===== config.mk =====
export PLATFORM = sky130hd
export DESIGN_NAME = uart_tx_serializer
export DESIGN_NICKNAME = d
export VERILOG_FILES = /design/src/rtl/uart_pkg.sv /design/src/rtl/uart_baud_tick.sv /design/src/rtl/uart_tx_serializer.sv
export SDC_FILE = /design/constraint.sdc
export NUM_CORES = 1
export LEC_CHECK = 0
export CAP_MARGIN = 20
export CORE_ASPECT_RATIO = 0.8
export CORE_MARGIN = 1.5
export CORE_UTILIZATION = 55
export CTS_CLUSTER_SIZE = 16
export DETAILED_ROUTE_END_ITERATION = 6
export PLACE_DENSITY = 0.82
export SLEW_MARGIN = 20
export SYNTH_ARGS = -nofsm -noshare
export SYNTH_HDL_FRONTEND = slang
export SYNTH_SLANG_ARGS = --single-unit

===== constraint.sdc =====
create_clock -name clk -period 4.63 [get_ports clk]
set_input_delay 0.926 -clock clk [delete_from_list [all_inputs] [get_ports clk]]
set_output_delay 0.926 -clock clk [all_outputs]
set_load 0.02 [all_outputs]

===== src/rtl/uart_pkg.sv =====
// Shared types and defaults for the UART transmit path.
// The FIFO side is fixed at 8-bit bytes; the frame may carry fewer data bits.
package uart_pkg;

    localparam int   DATA_W_DEF     = 8;
    localparam int   DIV_W_DEF      = 16;
    localparam logic IDLE_LEVEL_DEF = 1'b1;

    typedef enum logic [2:0] {
        ST_IDLE   = 3'd0,
        ST_START  = 3'd1,
        ST_DATA   = 3'd2,
        ST_PARITY = 3'd3,
        ST_STOP   = 3'd4
    } uart_state_t;

    // Parity over the low 'width' bits of a byte; odd=1 makes the total count of ones odd.
    function automatic logic frame_parity(input logic [7:0] data,
                                          input int unsigned width,
                                          input logic odd);
        logic p;
        p = odd;
        for (int i = 0; i < 8; i++) begin
            if (i < int'(width)) p = p ^ data[i];
        end
        return p;
    endfunction

endpackage


===== src/rtl/uart_baud_tick.sv =====
// Loadable down-counter that marks the last clk cycle of each bit period.
// A period of load_val+1 cycles follows every load; bit_end is held off while disabled.
module uart_baud_tick
    import uart_pkg::*;
#(
    parameter int DIV_W = DIV_W_DEF
) (
    input  logic             clk,
    input  logic             rst_n,
    input  logic             en,
    input  logic             load,
    input  logic [DIV_W-1:0] load_val,
    output logic             bit_end
);

    logic [DIV_W-1:0] baud_cnt;

    assign bit_end = en && (baud_cnt == '0);

    // NOTE: sequential state is updated with non-blocking assignments only, so every
    // always_ff in this path reads the pre-edge values of its neighbours.
    always_ff @(posedge clk or negedge rst_n) begin
        if (!rst_n) begin
            baud_cnt <= '0;
        end else if (load) begin
            baud_cnt <= load_val;
        end else if (en && (baud_cnt != '0)) begin
            baud_cnt <= baud_cnt - 1'b1;
        end
    end

endmodule


===== src/rtl/uart_tx_serializer.sv =====
// UART transmitter fed by a first-word-fall-through FIFO through rd_vld/rd_en.
// The final stop-bit cycle doubles as the accept slot for the next byte, so frames run back to back.
module uart_tx_serializer
    import uart_pkg::*;
#(
    parameter int   DATA_W     = DATA_W_DEF,
    parameter int   DIV_W      = DIV_W_DEF,
    parameter logic IDLE_LEVEL = IDLE_LEVEL_DEF
) (
    input  logic             clk,
    input  logic             rst_n,
    input  logic [DIV_W-1:0] baud_div,
    input  logic             parity_en,
    input  logic             parity_odd,
    input  logic             stop2,
    input  logic [7:0]       data_in,
    input  logic             data_in_valid,
    output logic             data_in_ready,
    output logic             txd,
    output logic             busy,
    output logic             tx_done
);

    localparam logic [2:0] LAST_BIT = 3'(DATA_W - 1);

    uart_state_t       state;
    uart_state_t       state_next;
    logic [DATA_W-1:0] shift_reg;
    logic [DATA_W-1:0] shift_next;
    logic [2:0]        bit_cnt;
    logic              stop_cnt;
    logic [DIV_W-1:0]  baud_div_l;
    logic              parity_en_l;
    logic              stop2_l;
    logic              parity_l;
    logic              txd_next;
    logic              bit_end;
    logic              last_stop;
    logic              frame_end;
    logic              accept;
    logic              baud_load;

    assign last_stop     = (stop_cnt == stop2_l);
    assign frame_end     = (state == ST_STOP) && last_stop && bit_end;
    // Gated by rst_n so the FIFO never sees rd_en while the block is held in reset.
    assign data_in_ready = rst_n && ((state == ST_IDLE) || frame_end);
    assign accept        = data_in_valid && data_in_ready;
    assign tx_done       = frame_end;

    // A new byte takes precedence over the idle return in the final stop-bit cycle.
    assign baud_load = accept || (bit_end && (state_next != ST_IDLE));

    uart_baud_tick #(
        .DIV_W(DIV_W)
    ) u_baud_tick (
        .clk     (clk),
        .rst_n   (rst_n),
        .en      (state != ST_IDLE),
        .load    (baud_load),
        .load_val(accept ? baud_div : baud_div_l),
        .bit_end (bit_end)
    );

    // NOTE: every signal written here gets a default first, so no path can infer a latch.
    always_comb begin
        state_next = state;
        case (state)
            ST_IDLE:   state_next = ST_IDLE;
            ST_START:  if (bit_end) state_next = ST_DATA;
            ST_DATA:   if (bit_end && (bit_cnt == LAST_BIT))
                           state_next = parity_en_l ? ST_PARITY : ST_STOP;
            ST_PARITY: if (bit_end) state_next = ST_STOP;
            ST_STOP:   if (frame_end) state_next = ST_IDLE;
            default:   state_next = ST_IDLE;
        endcase
        if (accept) state_next = ST_START;
    end

    always_comb begin
        shift_next = shift_reg;
        if (accept) begin
            shift_next = data_in[DATA_W-1:0];
        end else if ((state == ST_DATA) && bit_end) begin
            shift_next = {1'b0, shift_reg[DATA_W-1:1]};
        end
    end

    // txd is registered, so it is driven from the state being entered, not the current one.
    always_comb begin
        txd_next = IDLE_LEVEL;
        case (state_next)
            ST_START:  txd_next = 1'b0;
            ST_DATA:   txd_next = shift_next[0];
            ST_PARITY: txd_next = parity_l;
            ST_STOP:   txd_next = 1'b1;
            default:   txd_next = IDLE_LEVEL;
        endcase
    end

    always_ff @(posedge clk or negedge rst_n) begin
        if (!rst_n) begin
            state       <= ST_IDLE;
            shift_reg   <= '0;
            bit_cnt     <= '0;
            stop_cnt    <= 1'b0;
            baud_div_l  <= '0;
            parity_en_l <= 1'b0;
            stop2_l     <= 1'b0;
            parity_l    <= 1'b0;
            txd         <= IDLE_LEVEL;
            busy        <= 1'b0;
        end else begin
            state     <= state_next;
            shift_reg <= shift_next;
            txd       <= txd_next;
            busy      <= (state_next != ST_IDLE);
            if (accept) begin
                baud_div_l  <= baud_div;
                parity_en_l <= parity_en;
                stop2_l     <= stop2;
                parity_l    <= frame_parity(data_in, DATA_W, parity_odd);
                bit_cnt     <= '0;
                stop_cnt    <= 1'b0;
            end else begin
                if ((state == ST_DATA) && bit_end) begin
                    bit_cnt <= (bit_cnt == LAST_BIT) ? 3'd0 : bit_cnt + 3'd1;
                end
                if ((state == ST_STOP) && bit_end) begin
                    stop_cnt <= last_stop ? 1'b0 : 1'b1;
                end
            end
        end
    end

endmodule


### Yosys cells after proc, flatten, opt, wreduce, memory -nomap -nowiden

Index checks and enable logic that the tools add are counted.

| word-level totals | value |
|---|---|
| bits of input ports | 30 |
| output and inout port bits | 4 |
| register bits after elaboration | 52 |

| cells by class | value |
|---|---|
| reductions and logical operators | 20 |
| add/sub/neg operators | 2 |
| eq/ne operators | 9 |
| muxes and demuxes | 26 |
| bitwise gates (word level) | 8 |

Operator list:

| kind | number |
|---|---|
| $mux 16 | 3 |
| $mux 3 | 9 |
| $logic_not 16->1 | 1 |
| $mux 8 | 2 |
| $reduce_bool 16->1 | 1 |
| $sub 16x1->16 const B | 1 |
| $eq 3x2->1 const B | 4 |
| $pmux 3 s4 | 1 |
| $logic_and 1x1->1 | 10 |
| $mux 1 | 10 |
| $xor 1x1->1 | 8 |
| $eq 3x1->1 const B | 2 |
| $eq 3x3->1 const B | 2 |
| $reduce_bool 2->1 | 3 |
| $reduce_bool 3->1 | 2 |
| $add 3x1->3 const B | 1 |
| $logic_not 3->1 | 1 |
| $pmux 1 s3 | 1 |
| $logic_or 1x1->1 | 2 |
| $eq 1x1->1 | 1 |

### Longest topological paths before layout

Gate-level depths: netlist (run 1).

| logic depth | value |
|---|---|
| depth in word-level cells | 20 |
| depth in mapped cells | 9 |
| mapped depth without buffers | 7 |

### Modules after synthesis

From an unflattened synthesis (run 1), not the netlist that was laid out.

| unflattened totals | value |
|---|---|
| cell total of the unflattened synthesis | 256 |
| area total of the unflattened synthesis | 2825.2 um2 |

Modules (own cells, without submodules):

| module | area each (um2) | instances | cells an instance |
|---|---|---|---|
| uart_tx_serializer | 1775.5 | 1 | 140 |
| uart_baud_tick | 1049.8 | 1 | 116 |

### Worst setup path before layout (run 1)

Ideal clock, no wire load.

| timing path | value |
|---|---|
| kind | register to output |
| start | register u_baud_tick.baud_cnt[0] |
| end | output port tx_done |
| data arrival time | 1.780 ns |
| buffers on the path | 1 |
| data required time | 3.704 ns |
| stages on the path, launching flop included | 7 |
| slack | 1.924 ns |
| cells stage by stage | dfrtp_1 -> inv_1 -> ha_1 -> nor4b_4 -> nand4_4 -> clkbuf_1 -> nor3_1 |

| on the way | value |
|---|---|
| word-level cells in the longest chain between the ends | 3 |

Ends and longest elaborated chain:

| element | line | source |
|---|---|---|
| from (decl) | uart_baud_tick.sv:16 | `logic [DIV_W-1:0] baud_cnt;` |
| from (signal assigned) | uart_baud_tick.sv:26 | `baud_cnt <= load_val;` |
| from (signal assigned) | uart_baud_tick.sv:28 | `baud_cnt <= baud_cnt - 1'b1;` |
| $logic_not 16->1 | uart_baud_tick.sv:18 | `assign bit_end = en && (baud_cnt == '0);` |
| $logic_and 1x1->1 | uart_baud_tick.sv:18 |  |
| $logic_and 1x1->1 | uart_tx_serializer.sv:44 | `assign frame_end = (state == ST_STOP) && last_stop && bit_end;` |
| to (decl) | uart_tx_serializer.sv:21 | `output logic tx_done` |

Every way passes these cells.

### Worst setup path in the final report (run 1)

| timing path | value |
|---|---|
| start | register u_baud_tick.baud_cnt[0] |
| end | output port data_in_ready |

| on the way | value |
|---|---|
| word-level cells in the longest chain between the ends | 5 |

Ends and longest elaborated chain:

| element | line | source |
|---|---|---|
| $logic_not 16->1 | uart_baud_tick.sv:18 |  |
| $logic_and 1x1->1 | uart_baud_tick.sv:18 |  |
| $logic_and 1x1->1 | uart_tx_serializer.sv:44 |  |
| $logic_or 1x1->1 | uart_tx_serializer.sv:46 | `assign data_in_ready = rst_n && ((state == ST_IDLE) \|\| frame_end);` |
| $logic_and 1x1->1 | uart_tx_serializer.sv:46 |  |
| to (decl) | uart_tx_serializer.sv:18 | `output logic data_in_ready,` |

Every way passes these cells.

==> metrics, run 1 <==
status complete, no violations; most common cell after layout, fill and taps aside dfrtp_1; main combinational cell family by area after synthesis simple AND/OR/NAND/NOR gates; YS warnings 0; synthesized net count roughly 310; router iterations before antenna repair 4; most frequent cells in the layout dfrtp_1, clkdlybuf4s50_1, nand2_1; #FFs+latches synth 52; Hold Crit Depth 1; Worst Path Max Fanout 15; Max Freq about 270 MHz; period utilisation layout 81.0%; CTS H-tree lvls 2; RR Endpoint stop2_l$_DFFE_PN0N_; Crit. End Element output port; CP required roughly 3.7 ns; final setup fails 0; post-synthesis average cell area 10.5 sq um; synthesized area about 3000 sq um; clk slew on worst S/H paths 0.09 ns; number of enable flip-flop cells after synthesis 0; Hold Path Sink shift_reg[4]$_DFFE_PN0P_; Die X-Extent roughly 84 um; die area 5760 sq um; CTS max path bufs 2; worst min-delay path class flop to flop; Netlist cell types about 60; core area 5060 sq um; Compound-Gate Fraction of Synth Area around 15%; num rows 23; Setup Skew roughly 0.013 ns; pwr dens 406 nW/um^2; final worst slack between 0.8 and 0.9 ns; Max transition margin 54.4%; CTS tree built; cell chosen for the clock root clkbuf_8; GRT Overall Usage between 20% and 30%; Die Span Y around 68 um; largest net degree at the start of global routing 36; postcts setup bufs 0; highest ir drop seen on vdd ~0.24 mV; Synth Area in XOR/XNOR 5.70%; IO buf count 33; Residual DRC 0; hold path startpoint shift_reg[4]$_DFFE_PN0P_; FF-to-FF setup slack about 2 ns; Initial Util around 58%; Via density ~6.3; sum of negative setup slack 0 ns; Synth-to-Final Area Change 13.7%; CTS Buf Count 5; post-route ant nets 0; Synth Flop Type dfrtp_1; post-synthesis mux area share between 7 and 8%; CTS resizes 0; CTS Sinks between 50 and 60; Ports 34; hold_buf cts 0; Clock Latency Late Sink slightly above 0.3 ns; via count about 2.3k; first-pass GRT wire length 10900 um; min Tclk post-route about 3.7 ns; Adder-Cell Fraction of Synth Area 1.71%; sequential element share of the synthesized area between 40 and 50%; Slew @ Worst Pin about 0.68 ns; pre-CTS WS approximately 1.3 ns; Syn Inst Count approximately 280; max-cap viol count 0; initial antenna violation count 0; r2r worst-path depth 7; vias in the first global route roughly 2.2k; average wire per standard cell about 18 um; drt total wl between 6000 and 7000 um; Post-Synth Simple-Gate Area about a fifth; crit path kind flop to output port; NumNets Final approximately 340; RSZ-0062 raised after global routing false; antenna cells 0; Fin. Hold Viols 0; Async SR Flop Fraction 100%; RR Startpoint u_baud_tick.baud_cnt[0]$_DFFE_PN0P_; layout cells sized above 1 between 10% and 20%; Congestion Overflow GR 0; dpl hpwl 4510 um; Critical Path Source Type flop; P_leak between 1 and 1.5 nW; Worst EP arrival around 2.8 ns; routability-driven placement congestion ratio 0.913; Initial DRC Count 195; Slew Limit Fails 0
worst max-delay path by stage:
stage | start | end | cells past startpoint
final | u_baud_tick.baud_cnt[0]$_DFFE_PN0P_ | data_in_ready | 7
after floorplan | u_baud_tick.baud_cnt[0]$_DFFE_PN0P_ | tx_done | 6
after CTS | u_baud_tick.baud_cnt[0]$_DFFE_PN0P_ | data_in_ready | 7
after detailed placement | u_baud_tick.baud_cnt[0]$_DFFE_PN0P_ | data_in_ready | 7
after global routing | u_baud_tick.baud_cnt[0]$_DFFE_PN0P_ | data_in_ready | 7
after global placement | u_baud_tick.baud_cnt[0]$_DFFE_PN0P_ | data_in_ready | 7
cell usage after synthesis, types with 3 or more instances:
cell type / count / area [sq um]
xnor2_1: 15 / 131
clkbuf_1: 3 / 11.3
dfrtp_1: 51 / 1280
mux2_2: 10 / 113
ha_1: 4 / 50.1
a31oi_1: 11 / 68.8
a21oi_1: 12 / 60.1
buf_6: 3 / 33.8
buf_4: 3 / 22.5
inv_1: 4 / 15.0
nor3_1: 21 / 105
o21ai_0: 7 / 35.0
nor3_2: 3 / 30.0
xor2_1: 4 / 35.0
and3_1: 8 / 50.1
a221o_1: 6 / 60.1
or3_1: 3 / 18.8
a211oi_1: 3 / 22.5
nor4_1: 5 / 31.3
mux2_4: 5 / 75.1
nand3_1: 12 / 60.1
nor2_1: 9 / 33.8
nand2_1: 25 / 93.8
buf_2: 6 / 30.0
o22ai_1: 3 / 18.8
metrics by stage:
stage / power [W] / hold slack (ns) / cell area [sq um] / utilization (%) / std cells
2_1_floorplan: 0.000976 / 0.461 / 2920 / - / 278
3_3_place_gp: 0.00108 / 0.485 / 3240 / 64.0 / 360
3_5_place_dp: 0.00110 / 0.492 / 3240 / 64.0 / 360
4_1_cts: 0.00134 / 0.514 / 3320 / 65.6 / 367
5_1_grt: 0.00142 / 0.536 / 3320 / 65.6 / 367
6_report: 0.00135 / 0.510 / 3320 / 65.6 / 367
cell type report:
cell class | count | area (sq um)
Timing Repair Buffer | 36 | 348
Fill cell | 420 | 1740
Inverter | 4 | 15.0
Clock buffer | 6 | 72.6
Sequential cell | 52 | 1300
Multi-Input combinational cell | 206 | 1500
Clock inverter | 1 | 5.00
Tap cell | 62 | 77.6
cell families (layout without fill, tap and decap cells):
group | count (synthesis) | in the layout
flops | 52 | 52
mux | 18 | 18
xor+xnor | 19 | 19
buf+inv | 20 | 47
fa+ha+maj | 4 | 4
compound gates | 63 | 63
simple gates | 102 | 102
power breakdown:
group          switching (W)  internal, W  total (W)
clock network       0.000143     0.000103   0.000246
registers           0.000139     0.000586   0.000724
logic               0.000170     0.000205   0.000376
total               0.000453     0.000894    0.00135
worst max-delay path: stages, from the launching register on:
cell             delay [ns]
dfrtp_1                0.42
inv_1                  0.13
ha_1                   0.17
nor4b_4                0.34
nand4_4                0.30
o21ai_4                0.37
and3_1                 0.20
clkdlybuf4s50_1        0.60
metal layers:
| metal | vias up | track usage, % | wire, um |
|---|---|---|---|
| met5 | - | 2.73 | 0 |
| met4 | 0 | 6.05 | 67 |
| met3 | 8 | 5.07 | 396 |
| met2 | 71 | 36.4 | 2870 |
| met1 | 1132 | 35.7 | 3130 |
| li1 | 1084 | - | - |
Note: power is estimated with default switching activity, not from simulation.
==> run 2: changes to the inputs <==
CORE_UTILIZATION = 51   (was 55)
PLACE_DENSITY = 0.8   (was 0.82)
clock period = 3.2 ns   (was 4.63 ns; I/O delays follow)
==> run 2 against run 1 <==
Effect of this change: global-route usage is 2.6 points lower; clock skew is 0.0017 ns lower; critical endpoint unchanged; clock power increased by 60%; critical path depth unchanged; cell area is 1.3% higher; largest power group unchanged; via count increased by 0.35%; clock-buffer cell count rose by 1; die area up 7.5%.
==> metrics, run 2 (synthesis gave the netlist of run 1 again) <==
status complete, no violations; CP top delay family buffers and inverters; Worst EP arrival 2.41 ns (-0.41 ns); Die Span Y 70.7 um (+3.7%); Initial Util 53.1% (-4.5 points); CTS resizes 0 (unchanged); first-pass GRT wire length 10500 um (-4.0%); sum of negative setup slack 0 ns (unchanged); RR Endpoint stop2_l$_DFFE_PN0N_; CTS H-tree lvls 2 (unchanged); pwr dens 589 nW/um^2 (+45%); Ports 34 (unchanged); min Tclk post-route about 3.0 ns; Fin. Hold Viols 0 (unchanged); Hold WS 0.240 ns (-0.270 ns); Initial DRC Count 194 (-0.51%); dpl hpwl 4460 um (-1.0%); CP required 2.56 ns (-1.14 ns); Via density 5.98 (-4.3%); worst-path cell chain inv_1, ha_1, nor4b_4, nand4_4, o21ai_4, and3_1, clkdlybuf4s50_1; period utilisation layout around 95%; Crit. End Element output port; final setup fails 0 (unchanged); fin util 61.2% (-4.3 points); GRT Overall Usage 21.6% (-2.6 points); Buf/Inv on CP 2 (unchanged); Design Area, Final 3360 sq um (+1.3%); RR Startpoint u_baud_tick.baud_cnt[0]$_DFFE_PN0P_; NumNets Final 340 (+0.29%); highest ir drop seen on vdd 0.219 mV (-9.1%); post-route ant nets 0 (unchanged); CTS max path bufs 2 (unchanged); clk slew on worst S/H paths 0.09 ns (about the same); final worst slack 0.153 ns (-0.728 ns); FF-to-FF setup slack 0.43 ns (-1.55 ns); antenna cells 0 (unchanged); routability-driven placement congestion ratio 0.900 (-1.4%); CTS Buf Count 5 (unchanged); Die X-Extent 87.6 um (+3.7%); Setup Skew 0.0111 ns (-0.00168 ns); Clock Latency Late Sink 0.31 ns (about the same); RSZ-0062 raised after global routing false; Congestion Overflow GR 0 (unchanged); Critical Path Source Type flop; Slowest-stage cell, CP clkdlybuf4s50_1; worst min-delay path class input port to async pin; router iterations before antenna repair 4 (unchanged); core area 5500 sq um (+8.5%); vias in the first global route 2176 (-1.2%); drt total wl 6360 um (-1.5%); cell chosen for the clock root clkbuf_8; Worst Path Max Fanout 4 (-11); layout cells sized above 1 15.3% (+0.56 points); Max transition margin 39.3% (-15 points); IO buf count 33 (unchanged); largest net degree at the start of global routing 37 (+2.8%); CTS tree built; most common cell after layout, fill and taps aside dfrtp_1; crit path kind flop to output port; max-cap viol count 0 (unchanged); die area 6190 sq um (+7.5%); average wire per standard cell 16.5 um (-6.1%); Slew @ Worst Pin 0.905 ns (+0.222 ns); Residual DRC 0 (unchanged); slowest stage delay, CP 0.59 ns (about the same); Placed Area 3270 sq um (+0.85%); P_leak 1.31 nW (+0.48%); Synth-to-Final Area Change 15.2%; Slew Limit Fails 0 (unchanged); num rows 24 (+4.3%); most frequent cells in the layout dfrtp_1, clkdlybuf4s50_1, nand2_1; pre-CTS WS 0.454 ns (-0.819 ns); Max Freq 328 MHz; CTS Sinks 52 (unchanged); initial antenna violation count 0 (unchanged); postcts setup bufs 0 (unchanged); r2r worst-path depth 7 (unchanged); via count 2303 (+0.35%); hold_buf cts 0 (unchanged)
## run 2: cell count changes in the layout (fill, tap and decap cells not counted)
| cell | change |
|---|---|
| clkinv_2 | -1 |
| clkbuf_8 | +1 |
| buf_4 | +1 |
| clkinvlp_4 | +1 |
## run 2: routing by layer
metal | wire, um | up-vias | GRT usage (%)
met4 | 91 | 0 | 7.94
li1 | - | 1088 | -
met5 | 0 | - | 0
met3 | 336 | 10 | 4.90
met2 | 2860 | 77 | 31.3
met1 | 3070 | 1128 | 31.8
## run 2: how the worst max path moves through the flow
stage / startpoint / endpoint / slack (ns) / cells past startpoint
after floorplan: u_baud_tick.baud_cnt[0]$_DFFE_PN0P_ / tx_done / 0.78 / 6
after global placement: u_baud_tick.baud_cnt[0]$_DFFE_PN0P_ / stop2_l$_DFFE_PN0N_ / 0.53 / 7
after detailed placement: u_baud_tick.baud_cnt[0]$_DFFE_PN0P_ / stop2_l$_DFFE_PN0N_ / 0.45 / 7
after CTS: u_baud_tick.baud_cnt[0]$_DFFE_PN0P_ / data_in_ready / 0.15 / 7
after global routing: u_baud_tick.baud_cnt[0]$_DFFE_PN0P_ / data_in_ready / 0.04 / 7
final: u_baud_tick.baud_cnt[0]$_DFFE_PN0P_ / data_in_ready / 0.15 / 7
## run 2: stage by stage
step | total power (W) | std cells
final | 0.00198 | 385
after detailed placement | 0.00159 | 377
after CTS | 0.00198 | 385
after global routing | 0.00209 | 385
after global placement | 0.00156 | 377
after floorplan | 0.00141 | 278
## run 2: layout make-up
| class | count | area, sq um |
|---|---|---|
| Clock buffer | 7 | 86.3 |
| Clock inverter | 1 | 7.51 |
| Fill cell | 460 | 2130 |
| Inverter | 4 | 15.0 |
| Multi-Input combinational cell | 206 | 1500 |
| Sequential cell | 52 | 1300 |
| Tap cell | 78 | 97.6 |
| Timing Repair Buffer | 37 | 355 |
## run 2: power breakdown
group          switching (W)  internal [W]  leakage [nW]  total [W]
combinational       0.000240      0.000297         0.645   0.000537
sequential          0.000204      0.000847         0.618    0.00105
clock               0.000217      0.000176        0.0445   0.000393
total               0.000661       0.00132          1.31    0.00198
